--- src/rtl/mac_ctrl_pkg.sv ---
// rtl/mac_ctrl_pkg.sv - shared types and constants for the MAC sequencer
package mac_ctrl_pkg;

    localparam int DATA_W      = 8;
    localparam int ACC_W       = 16;
    localparam int DEF_MAX_LEN = 64;
    localparam int DEF_TIMEOUT = 16;

    typedef enum logic [2:0] {
        ST_IDLE   = 3'd0,
        ST_CLEAR  = 3'd1,
        ST_ISSUE  = 3'd2,
        ST_DRAIN  = 3'd3,
        ST_FINISH = 3'd4
    } state_t;

endpackage

--- src/rtl/mac_watchdog.sv ---
// rtl/mac_watchdog.sv - loadable down-counter that pulses expire after TIMEOUT idle cycles
module mac_watchdog
    import mac_ctrl_pkg::*;
#(
    parameter int TIMEOUT = DEF_TIMEOUT
) (
    input  logic clk,
    input  logic reset,
    input  logic load,
    input  logic en,
    output logic expire
);

    localparam int              CNT_W    = $clog2(TIMEOUT + 1);
    localparam logic [CNT_W-1:0] LOAD_VAL = CNT_W'(TIMEOUT);

    logic [CNT_W-1:0] cnt;

    always_ff @(posedge clk or posedge reset) begin
        if (reset) begin
            cnt <= LOAD_VAL;
        end else if (load) begin
            cnt <= LOAD_VAL;
        end else if (en && (cnt != '0)) begin
            cnt <= cnt - 1'b1;
        end
    end

    // Fires on the TIMEOUT-th consecutive enabled cycle without a reload.
    assign expire = en && !load && (cnt == CNT_W'(1));

endmodule

--- src/rtl/mac_seq_ctrl.sv ---
// rtl/mac_seq_ctrl.sv - dot-product sequencer driving one pipelined MAC and its operand RAMs
module mac_seq_ctrl
    import mac_ctrl_pkg::*;
#(
    parameter int MAX_LEN = DEF_MAX_LEN,
    parameter int ADDR_W  = 6,
    parameter int TIMEOUT = DEF_TIMEOUT
) (
    input  logic                     clk,
    input  logic                     reset,
    input  logic                     start,
    input  logic [ADDR_W:0]          len,
    input  logic                     hold,
    output logic                     busy,
    output logic                     done,
    output logic                     err,
    output logic [ACC_W-1:0]         result,
    output logic                     rd_en,
    output logic [ADDR_W-1:0]        rd_addr,
    input  logic [DATA_W-1:0]        a_rdata,
    input  logic [DATA_W-1:0]        b_rdata,
    output logic                     mac_clr,
    output logic [DATA_W-1:0]        mac_a,
    output logic [DATA_W-1:0]        mac_b,
    output logic                     mac_valid_in,
    input  logic [ACC_W-1:0]         mac_f,
    input  logic                     mac_valid_out
);

    localparam logic [ADDR_W:0] MAX_LEN_W = (ADDR_W + 1)'(MAX_LEN);

    state_t              state_q;
    state_t              state_d;
    logic [ADDR_W:0]     len_q;
    logic [ADDR_W:0]     issue_cnt;
    logic [ADDR_W:0]     ret_cnt;
    logic                busy_q;
    logic                err_q;
    logic [ACC_W-1:0]    result_q;
    logic                vin_q;
    logic [ADDR_W:0]     len_sat;
    logic [ADDR_W:0]     len_m1;
    logic                last_issue;
    logic                last_ret;
    logic                all_ret;
    logic                wd_load;
    logic                wd_en;
    logic                wd_expire;

    assign len_sat    = (len > MAX_LEN_W) ? MAX_LEN_W : len;
    assign len_m1     = len_q - 1'b1;
    assign last_issue = (issue_cnt == len_m1);
    assign last_ret   = mac_valid_out && (ret_cnt == len_m1);
    // Covers a MAC fast enough to return every pulse before issuing ends.
    assign all_ret    = (ret_cnt == len_q);

    assign wd_en   = (state_q == ST_DRAIN);
    assign wd_load = !wd_en || mac_valid_out;

    mac_watchdog #(
        .TIMEOUT (TIMEOUT)
    ) u_watchdog (
        .clk    (clk),
        .reset  (reset),
        .load   (wd_load),
        .en     (wd_en),
        .expire (wd_expire)
    );

    always_ff @(posedge clk or posedge reset) begin
        if (reset) begin
            state_q <= ST_IDLE;
        end else begin
            state_q <= state_d;
        end
    end

    always_comb begin
        state_d = state_q;
        case (state_q)
            ST_IDLE: begin
                if (start) begin
                    state_d = (len_sat == '0) ? ST_FINISH : ST_CLEAR;
                end
            end
            ST_CLEAR:  state_d = ST_ISSUE;
            ST_ISSUE: begin
                if (!hold && last_issue) begin
                    state_d = ST_DRAIN;
                end
            end
            ST_DRAIN: begin
                if (last_ret || all_ret || wd_expire) begin
                    state_d = ST_FINISH;
                end
            end
            ST_FINISH: state_d = ST_IDLE;
            default:   state_d = ST_IDLE;
        endcase
    end

    always_comb begin
        mac_clr = 1'b0;
        rd_en   = 1'b0;
        done    = 1'b0;
        case (state_q)
            ST_IDLE:   mac_clr = 1'b1;
            ST_CLEAR:  mac_clr = 1'b1;
            ST_ISSUE:  rd_en   = !hold;
            ST_DRAIN:  mac_clr = 1'b0;
            ST_FINISH: begin
                mac_clr = 1'b1;
                done    = 1'b1;
            end
            default:   mac_clr = 1'b1;
        endcase
    end

    always_ff @(posedge clk or posedge reset) begin
        if (reset) begin
            len_q     <= '0;
            issue_cnt <= '0;
            ret_cnt   <= '0;
            busy_q    <= 1'b0;
            err_q     <= 1'b0;
            result_q  <= '0;
            vin_q     <= 1'b0;
        end else begin
            vin_q <= rd_en;
            case (state_q)
                ST_IDLE: begin
                    if (start) begin
                        len_q  <= len_sat;
                        err_q  <= 1'b0;
                        busy_q <= 1'b1;
                        if (len_sat == '0) begin
                            result_q <= '0;
                        end
                    end
                end
                ST_CLEAR: begin
                    issue_cnt <= '0;
                    ret_cnt   <= '0;
                end
                ST_ISSUE: begin
                    if (rd_en) begin
                        issue_cnt <= issue_cnt + 1'b1;
                    end
                    if (mac_valid_out) begin
                        ret_cnt <= ret_cnt + 1'b1;
                    end
                end
                ST_DRAIN: begin
                    if (mac_valid_out) begin
                        ret_cnt <= ret_cnt + 1'b1;
                    end
                    // mac_f already includes the pair returned this cycle.
                    if (last_ret || all_ret) begin
                        result_q <= mac_f;
                    end else if (wd_expire) begin
                        err_q    <= 1'b1;
                        result_q <= mac_f;
                    end
                end
                ST_FINISH: busy_q <= 1'b0;
                default:   busy_q <= 1'b0;
            endcase
        end
    end

    assign busy         = busy_q;
    assign err          = err_q;
    assign result       = result_q;
    assign rd_addr      = issue_cnt[ADDR_W-1:0];
    assign mac_valid_in = vin_q;
    assign mac_a        = a_rdata;
    assign mac_b        = b_rdata;

endmodule

--- config.mk ---
export PLATFORM = sky130hd
export DESIGN_NAME = mac_seq_ctrl
export DESIGN_NICKNAME = d
export VERILOG_FILES = /design/src/rtl/mac_ctrl_pkg.sv /design/src/rtl/mac_watchdog.sv /design/src/rtl/mac_seq_ctrl.sv
export SDC_FILE = /design/constraint.sdc
export NUM_CORES = 1
export LEC_CHECK = 0
export ABC_AREA = 1
export BUFFER_PORTS_ARGS = -buffer_cell sky130_fd_sc_hd__buf_4
export CAP_MARGIN = 0
export CELL_PAD_IN_SITES_DETAIL_PLACEMENT = 1
export CELL_PAD_IN_SITES_GLOBAL_PLACEMENT = 1
export CORE_MARGIN = 2
export CORE_UTILIZATION = 34
export CTS_BUF_LIST = sky130_fd_sc_hd__clkbuf_8
export CTS_CLUSTER_SIZE = 16
export DETAILED_ROUTE_END_ITERATION = 7
export PLACE_DENSITY = 0.77
export REMOVE_ABC_BUFFERS = 1
export SLEW_MARGIN = 40
export SYNTH_ARGS = -nofsm -noshare
export SYNTH_HDL_FRONTEND = slang
export SYNTH_SLANG_ARGS = --single-unit
--- constraint.sdc ---
create_clock -name clk -period 1.69 [get_ports clk]
set_input_delay 0.338 -clock clk [delete_from_list [all_inputs] [get_ports clk]]
set_output_delay 0.338 -clock clk [all_outputs]
set_load 0.02 [all_outputs]
==> results of run 1 <==
[through the flow]
| stage | std cells | util [%] | hold WS [ns] | setup WS, ns |
|---|---|---|---|---|
| after floorplan | 355 | - | 0.4800 | -0.1153 |
| after global placement | 534 | 41.34 | 0.3849 | -0.08494 |
| after detailed placement | 534 | 41.34 | 0.3914 | -0.2235 |
| after CTS | 542 | 43.56 | 0.05176 | -0.09008 |
| after global routing | 546 | 44.49 | 0.07483 | -0.2539 |
| final | 546 | 44.49 | 0.04222 | -0.1352 |
[cell families (layout without fill, tap and decap cells)]
kind of cell             after synthesis  after routing  synth area share, %
AO/OA/AOI/OAI                         43             43                8.239
XOR/XNOR                              11             11                3.374
adder cells (fa/ha/maj)                6              6                2.629
buffers and inverters                 82            143                14.15
flip-flops                            48             48                42.11
AND/OR/NAND/NOR                      190            190                29.49
[timing repair]
item,4_1_cts,5_1_grt
buffers inserted,1,4
endpoints found under the setup margin,22,28
pin swaps,2,2
hold buffers,0,0
resized for setup,17,14
gates cloned,0,0
hold endpoints to repair,0,0
[cells in the final DEF (no fill, tap or decap)]
cell and n:
nand2_4 1, nand4_1 5, inv_4 1, xnor2_1 7
inv_2 10, ha_1 5, o21a_1 1, o21ai_0 16
nand3_1 31, dfrtp_2 1, nor2_4 2, clkbuf_8 5
a221oi_1 1, ha_4 1, nand2_2 14, o211ai_1 1
nor3_2 1, nor2_2 8, a21oi_1 15, buf_12 2
nand2_1 96, dfrtp_1 46, o21ai_1 2, nand3_4 1
a211o_1 1, dfstp_2 1, nand2_8 1, nor3_4 1
buf_4 77, nor3_1 8, inv_1 46, bufinv_16 2
nor2_1 18, xor2_1 4, nand3_2 3, o22ai_1 6
[report_power, final]
part           total [mW]  switching (mW)  internal, mW  leakage, nW
logic                3.94            2.32          1.62         1.21
registers            2.00           0.431          1.57        0.618
clock network       0.983           0.400         0.583       0.0642
total                6.93            3.16          3.77         1.89
[sequential cells by signal, indices dropped and copies added (netlist names)]
| name | count |
|---|---|
| len_q | 7 |
| busy | 1 |
| mac_valid_in | 1 |
| ret_cnt | 7 |
| issue_cnt | 7 |
| u_watchdog.cnt | 5 |
| err | 1 |
| state_q | 3 |
| result | 16 |
[worst max-delay path, delay by kind of cell, from the launching register on]
| kind | cells | cell delay [ns] |
|---|---|---|
| DFF | 1 | 0.39 |
| and+or+nand+nor | 9 | 0.83 |
| buffers and inverters | 3 | 0.27 |
| adders and majority gates | 1 | 0.28 |
[cell type report]
type	instances	area [sq um]
multi-input combinational	250	1339
inverter	57	216.5
fill	1012	4538
timing repair buffer	79	618.1
clock buffer	5	68.82
clock inverter	2	60.06
sequential	48	1204
tap	105	131.4
[metal layers]
metal	up-vias	share of wire (%)
met4	0	1.5
met3	14	5.5
li1	1298	-
met5	-	0
met2	89	51
met1	1297	42
[path summary, 6_finish.rpt]
kind,startpoint,end,cells after the start
hold / removal,reset,result[9],2
setup / recovery,len_q[0],result[11],13
max in group asynchronous,reset,ret_cnt[1],3
hold reg to reg,result[4],result[4],2
min in group clk,mac_f[2],result[2],3
setup reg to reg,len_q[0],result[11],13
==> metrics.txt, run 1 <==
RSZ-0062 raised after global routing=yes; design area=3637 sq um; number of port buffers=55; post-synthesis sequential area ratio=42.11%; Cell variety after synth=30; M1 GR Usage=24.65%; routed len/inst=15.98 um; Req. time, crit path=1.94 ns; DRT iter0 DRCs=82; Post-Syn Area=2855 sq um; fin nets=491; largest net degree at the start of global routing=30; total gr overflow=0; Tot GR Track Use=20.13%; Area after DPL=3379 sq um; Area contributors post-synth=dfrtp_1 (41%), nand2_1 (14%), inv_1 (6.8%); maximum clock rate=0.5479 GHz; max-capacitance violation count=0; P&R area growth vs syn=27.39%; R2R setup slack=-0.14 ns; Hold Crit Class=in2async; worst slew pin tran=0.5409 ns; final antenna-violating net count=0; asr flop ratio synth=100.0%; Post-Syn Instances=380; number of buffers created by CTS=5; Placeable Area=8175 sq um; Fin. Hold Viols=0; Tot Pwr=6.928 mW; top cells by count, synth=nand2_1 (106), inv_1 (52), dfrtp_1 (47); CTS Buffer Depth=2; Worst VDD drop=859.7 uV; CP Cell Sequence=inv_2 > ha_4 > inv_2 > nand2_2 > nand3_2 > nor2_2 > nand2_1 > nor2_1 > nand3_2 > nand3_4 > buf_12 > nand3_1 > nand2_1; crit path launch type=register; CTS tree=done; Yosys top cell by area=dfrtp_1; most used routing layer=met2; slowest cell delay on critical path=0.39 ns; failing checks=setup timing; top cell type's share of synthesized area=41.19%; Post-synth top flop=dfrtp_1; critical path capture point type=register; CTS Sinks=48; worst skew pair latency=0.31 ns; final WL=8724 um; GP Congestion=0.8578; DRC=0; Crit Path Category=reg2reg; Final min period=1.825 ns; critical path's slowest cell=dfrtp_1; Final Max Slew Viols=0; initial antenna violation count=0; via count=2,698; layout cells sized above 1=29.93%; GR Util met3=5.929%; detailed placement HPWL=6697 um; Synth Area per Inst=7.514 sq um; top-count cell post-synth=nand2_1; EDFF count, synth=0; vias in the first global route=2,904; Crit path arrival time=2.07 ns; Rel. slew slack=63.56%; worst-path fanout max=18; synthesized flop and latch total=48; CTS H-tree lvls=2; Yosys warning count=0; met2 global-route usage=35.31%; Leak Pwr=1.888 nW; clock skew=0.01090 ns; Final setup viols=20; CTS clk-pin slew, worst paths=0.09 ns; status=finished, violations left; die area=9147 sq um; Die W=95.64 um; Final Cycle Share=108.0%; first-pass iteration count of the detailed router=4; setup ws final=-0.1352 ns; root buf cell=clkbuf_8; first-pass GRT wire length=14,230 um; Die Y=95.64 um; initial core utilization=34.93%; Core Rows=33; setup TNS=-2.037 ns; io pins=88; Ant. Diodes=0; pwr dens=1905 nW/um^2; post-DR vias/cell=4.941
(Power assumes the default switching activity.)
==> inputs of run 2 (changes only) <==
--- a/config.mk
+++ b/config.mk
@@ -5,15 +5,14 @@
 export SDC_FILE = /design/constraint.sdc
 export NUM_CORES = 1
 export LEC_CHECK = 0
-export ABC_AREA = 1
 export BUFFER_PORTS_ARGS = -buffer_cell sky130_fd_sc_hd__buf_4
 export CAP_MARGIN = 0
 export CELL_PAD_IN_SITES_DETAIL_PLACEMENT = 1
 export CELL_PAD_IN_SITES_GLOBAL_PLACEMENT = 1
 export CORE_MARGIN = 2
-export CORE_UTILIZATION = 34
+export CORE_UTILIZATION = 36
 export CTS_BUF_LIST = sky130_fd_sc_hd__clkbuf_8
-export CTS_CLUSTER_SIZE = 16
+export CTS_CLUSTER_SIZE = 8
 export DETAILED_ROUTE_END_ITERATION = 7
 export PLACE_DENSITY = 0.77
 export REMOVE_ABC_BUFFERS = 1
==> constraint.sdc (replaced) <==
create_clock -name clk -period 1.69 [get_ports clk]
set_input_delay 0.169 -clock clk [delete_from_list [all_inputs] [get_ports clk]]
set_output_delay 0.169 -clock clk [all_outputs]
set_load 0.02 [all_outputs]
==> metrics.txt, run 2 <==
Final min period=2.274 ns (+0.4493 ns); top cells by count, synth=dfrtp_1 (47), inv_1 (27), o21ai_0 (27); Synth Area per Inst=9.765 sq um (+30%); via count=2,626 (-2.7%); initial antenna violation count=0 (unchanged); CTS Buffer Depth=2 (unchanged); commonest non-fill, non-tap cell in the layout=buf_4; Filler Cell Count=938 (-7.3%); final WL=9115 um (+4.5%); io pins=88 (unchanged); asr flop ratio synth=100.0% (unchanged); Seq pwr share=26.6% (-2.3 points); Final setup viols=19 (-5.0%); Post-Syn Area=2949 sq um (+3.3%); Leak Pwr=1.962 nW (+3.9%); Fin. Hold Viols=0 (unchanged); Ant. Diodes=0 (unchanged); crit path launch type=register; Final Max Slew Viols=0 (unchanged); switch share=42.65% (-2.9 points); R2R cell count=7 (-6); Worst Setup SP=len_q[1]; max-capacitance violation count=0 (unchanged); Internal Power=4.059 mW (+7.6%); Area contributors post-synth=dfrtp_1 (40%), buf_4 (5.6%), o32ai_2 (5.0%); Reg area=1204 sq um (unchanged); Worst Hold End=result[2]; Yosys top cell by area=dfrtp_1; Placeable Area=8093 sq um (-1.0%); max FFs per register=16 (unchanged); Hold Crit Class=in2reg; clock skew=0.007698 ns (-0.003199 ns); total gr overflow=0 (unchanged); Crit path arrival time=2.46 ns (+0.39 ns); initial core utilization=36.44% (+1.5 points); Core Rows=33 (unchanged); critical path capture point type=register; P&R area growth vs syn=38.61%; setup ws final=-0.5845 ns (-0.4493 ns); number of buffers created by CTS=5 (unchanged); Cell variety after synth=46 (+53%); Die W=94.51 um (-1.2%); CTS clk-pin slew, worst paths=0.10 ns (about the same); Crit Path Category=reg2reg; first-pass GRT wire length=14,520 um (+2.1%); Final Cycle Share=134.6% (+27 points); synthesized flop and latch total=48 (unchanged); critical path's slowest cell=or4_4; layout cells sized above 1=43.69% (+14 points); slowest cell delay on critical path=0.45 ns (+0.06 ns); Top Family by Delay on Critical Path=simple AND/OR/NAND/NOR gates; Tot Pwr=7.077 mW (+2.2%); status=finished, violations left; Net Sw Power=3.018 mW (-4.3%); top-count cell post-synth=dfrtp_1; post-synthesis sequential area ratio=40.77% (-1.3 points); reg2reg end=state_q[0]; post-DR vias/cell=5.242 (+6.1%); reg2reg start=len_q[1]; R2R setup slack=-0.58 ns (-0.45 ns); failing checks=setup timing; HP Start=mac_f[2]; Die Y=94.51 um (-1.2%); WHS=0.1421 ns (+0.09990 ns); pre-CTS setup slack=-0.7012 ns (-0.4778 ns); pwr dens=1731 nW/um^2 (-9.1%); worst slew pin tran=0.4555 ns (-0.08540 ns); EDFF count, synth=0 (unchanged); die area=8932 sq um (-2.3%); CTS H-tree lvls=2 (unchanged); Tot GR Track Use=21.10% (+0.97 points); worst-path fanout max=3 (-15); Req. time, crit path=1.88 ns (-0.06 ns); Hold Path Depth=3; vias in the first global route=2,931 (+0.93%); worst skew pair latency=0.30 ns (about the same); Yosys warning count=0 (unchanged); maximum clock rate=0.4397 GHz (-20%); fin nets=445 (-9.4%); most frequent cells in the layout=buf_4 (113), dfrtp_1 (46), o21ai_0 (27); first-pass iteration count of the detailed router=4 (unchanged); placed insts=486 (-9.0%); largest net degree at the start of global routing=31 (+3.3%); GP Congestion=0.8877 (+3.5%); Post-synth top flop=dfrtp_1; Worst VDD drop=651.2 uV (-24%); CTS Sinks=48 (unchanged); DRT iter0 DRCs=79 (-3.7%); final antenna-violating net count=0 (unchanged); Rel. slew slack=69.59% (+6.0 points); RSZ-0062 raised after global routing=yes; root buf cell=clkbuf_8; detailed placement HPWL=6460 um (-3.5%); CTS tree=done; Buffers & Inverters on Critical Path=1 (-2); Post-Syn Instances=302 (-21%); Clk pwr share=11.9% (-2.3 points); area of the multi-input gates=1570 sq um (+17%); routed len/inst=18.19 um (+14%); non-filler cells, final=501 (-8.2%); number of port buffers=55 (unchanged); top cell type's share of synthesized area=39.88% (-1.3 points); Comb power frac=61.5% (+4.6 points); CP Cell Sequence=inv_2 > ha_4 > xor2_2 > o2111ai_1 > or4_4 > o31a_1 > or3_1; DRC=0 (unchanged)
-- run 2: routing by layer --
| layer | up-vias | global-route usage [%] | share of wire [%] |
|---|---|---|---|
| met5 | - | 0 | 0 |
| met4 | 0 | 7.609 | 2.8 |
| met3 | 20 | 5.427 | 5.2 |
| met1 | 1316 | 23.77 | 39 |
| li1 | 1206 | - | - |
| met2 | 84 | 38.39 | 53 |
-- run 2: final cells by class --
class	count	area share [%]
multi-input cells	193	38.41
flip-flops and latches	48	29.45
repair buffers	120	23.81
well taps	105	3.214
inverters	27	2.479
clock buffers	5	1.684
clock inverters	3	0.9489
-- run 2: worst max-delay path by stage --
stage,to,depth (start not counted)
floorplan,result[10],4
finish,state_q[0],7
detailed placement,result[15],8
CTS,state_q[0],7
global placement,state_q[0],7
global route,state_q[0],7
-- run 2: kinds of logic (layout without fill, tap and decap cells) --
group	count (synthesis)	in the layout	share of synthesized area [%]
buf+inv	61	155	11.67
xor+xnor	31	31	9.843
fa+ha+maj	6	6	2.546
simple gates	92	92	17.82
compound gates	60	60	15.83
flops	48	48	40.77
mux	4	4	1.527
-- run 2: per-stage QoR --
stage               utilization [%]  instance area, sq um  setup TNS (ns)
detailed placement            46.09                  3730          -11.54
floorplan                         -                  2706          -29.86
CTS                           49.43                  4000          -9.093
global placement              46.09                  3730          -9.782
finish                        50.51                  4088          -10.32
global route                  50.51                  4088          -11.35
-- run 2: power by group through the flow --
stage          combinational (mW)  clock (mW)  sequential (mW)
4_1_cts                      4.20       0.867             1.88
2_1_floorplan                1.74           0             2.18
5_1_grt                      4.66       0.899             1.93
3_3_place_gp                 3.74           0             1.86
3_5_place_dp                 3.91           0             1.88
6_report                     4.35       0.843             1.88
-- run 2: worst min-delay path, delay by kind of cell --
family,cells,cell delay [ns]
compound gates,1,0.08
buf+inv,2,0.17
-- run 2: what timing repair did --
item	CTS	global route
setup buffers	3	2
cloned	1	0
endpoints found under the hold margin	18	0
hold buffers	1	0
pin swaps	10	4
endpoints found under the setup margin	22	23
resized for setup	17	15
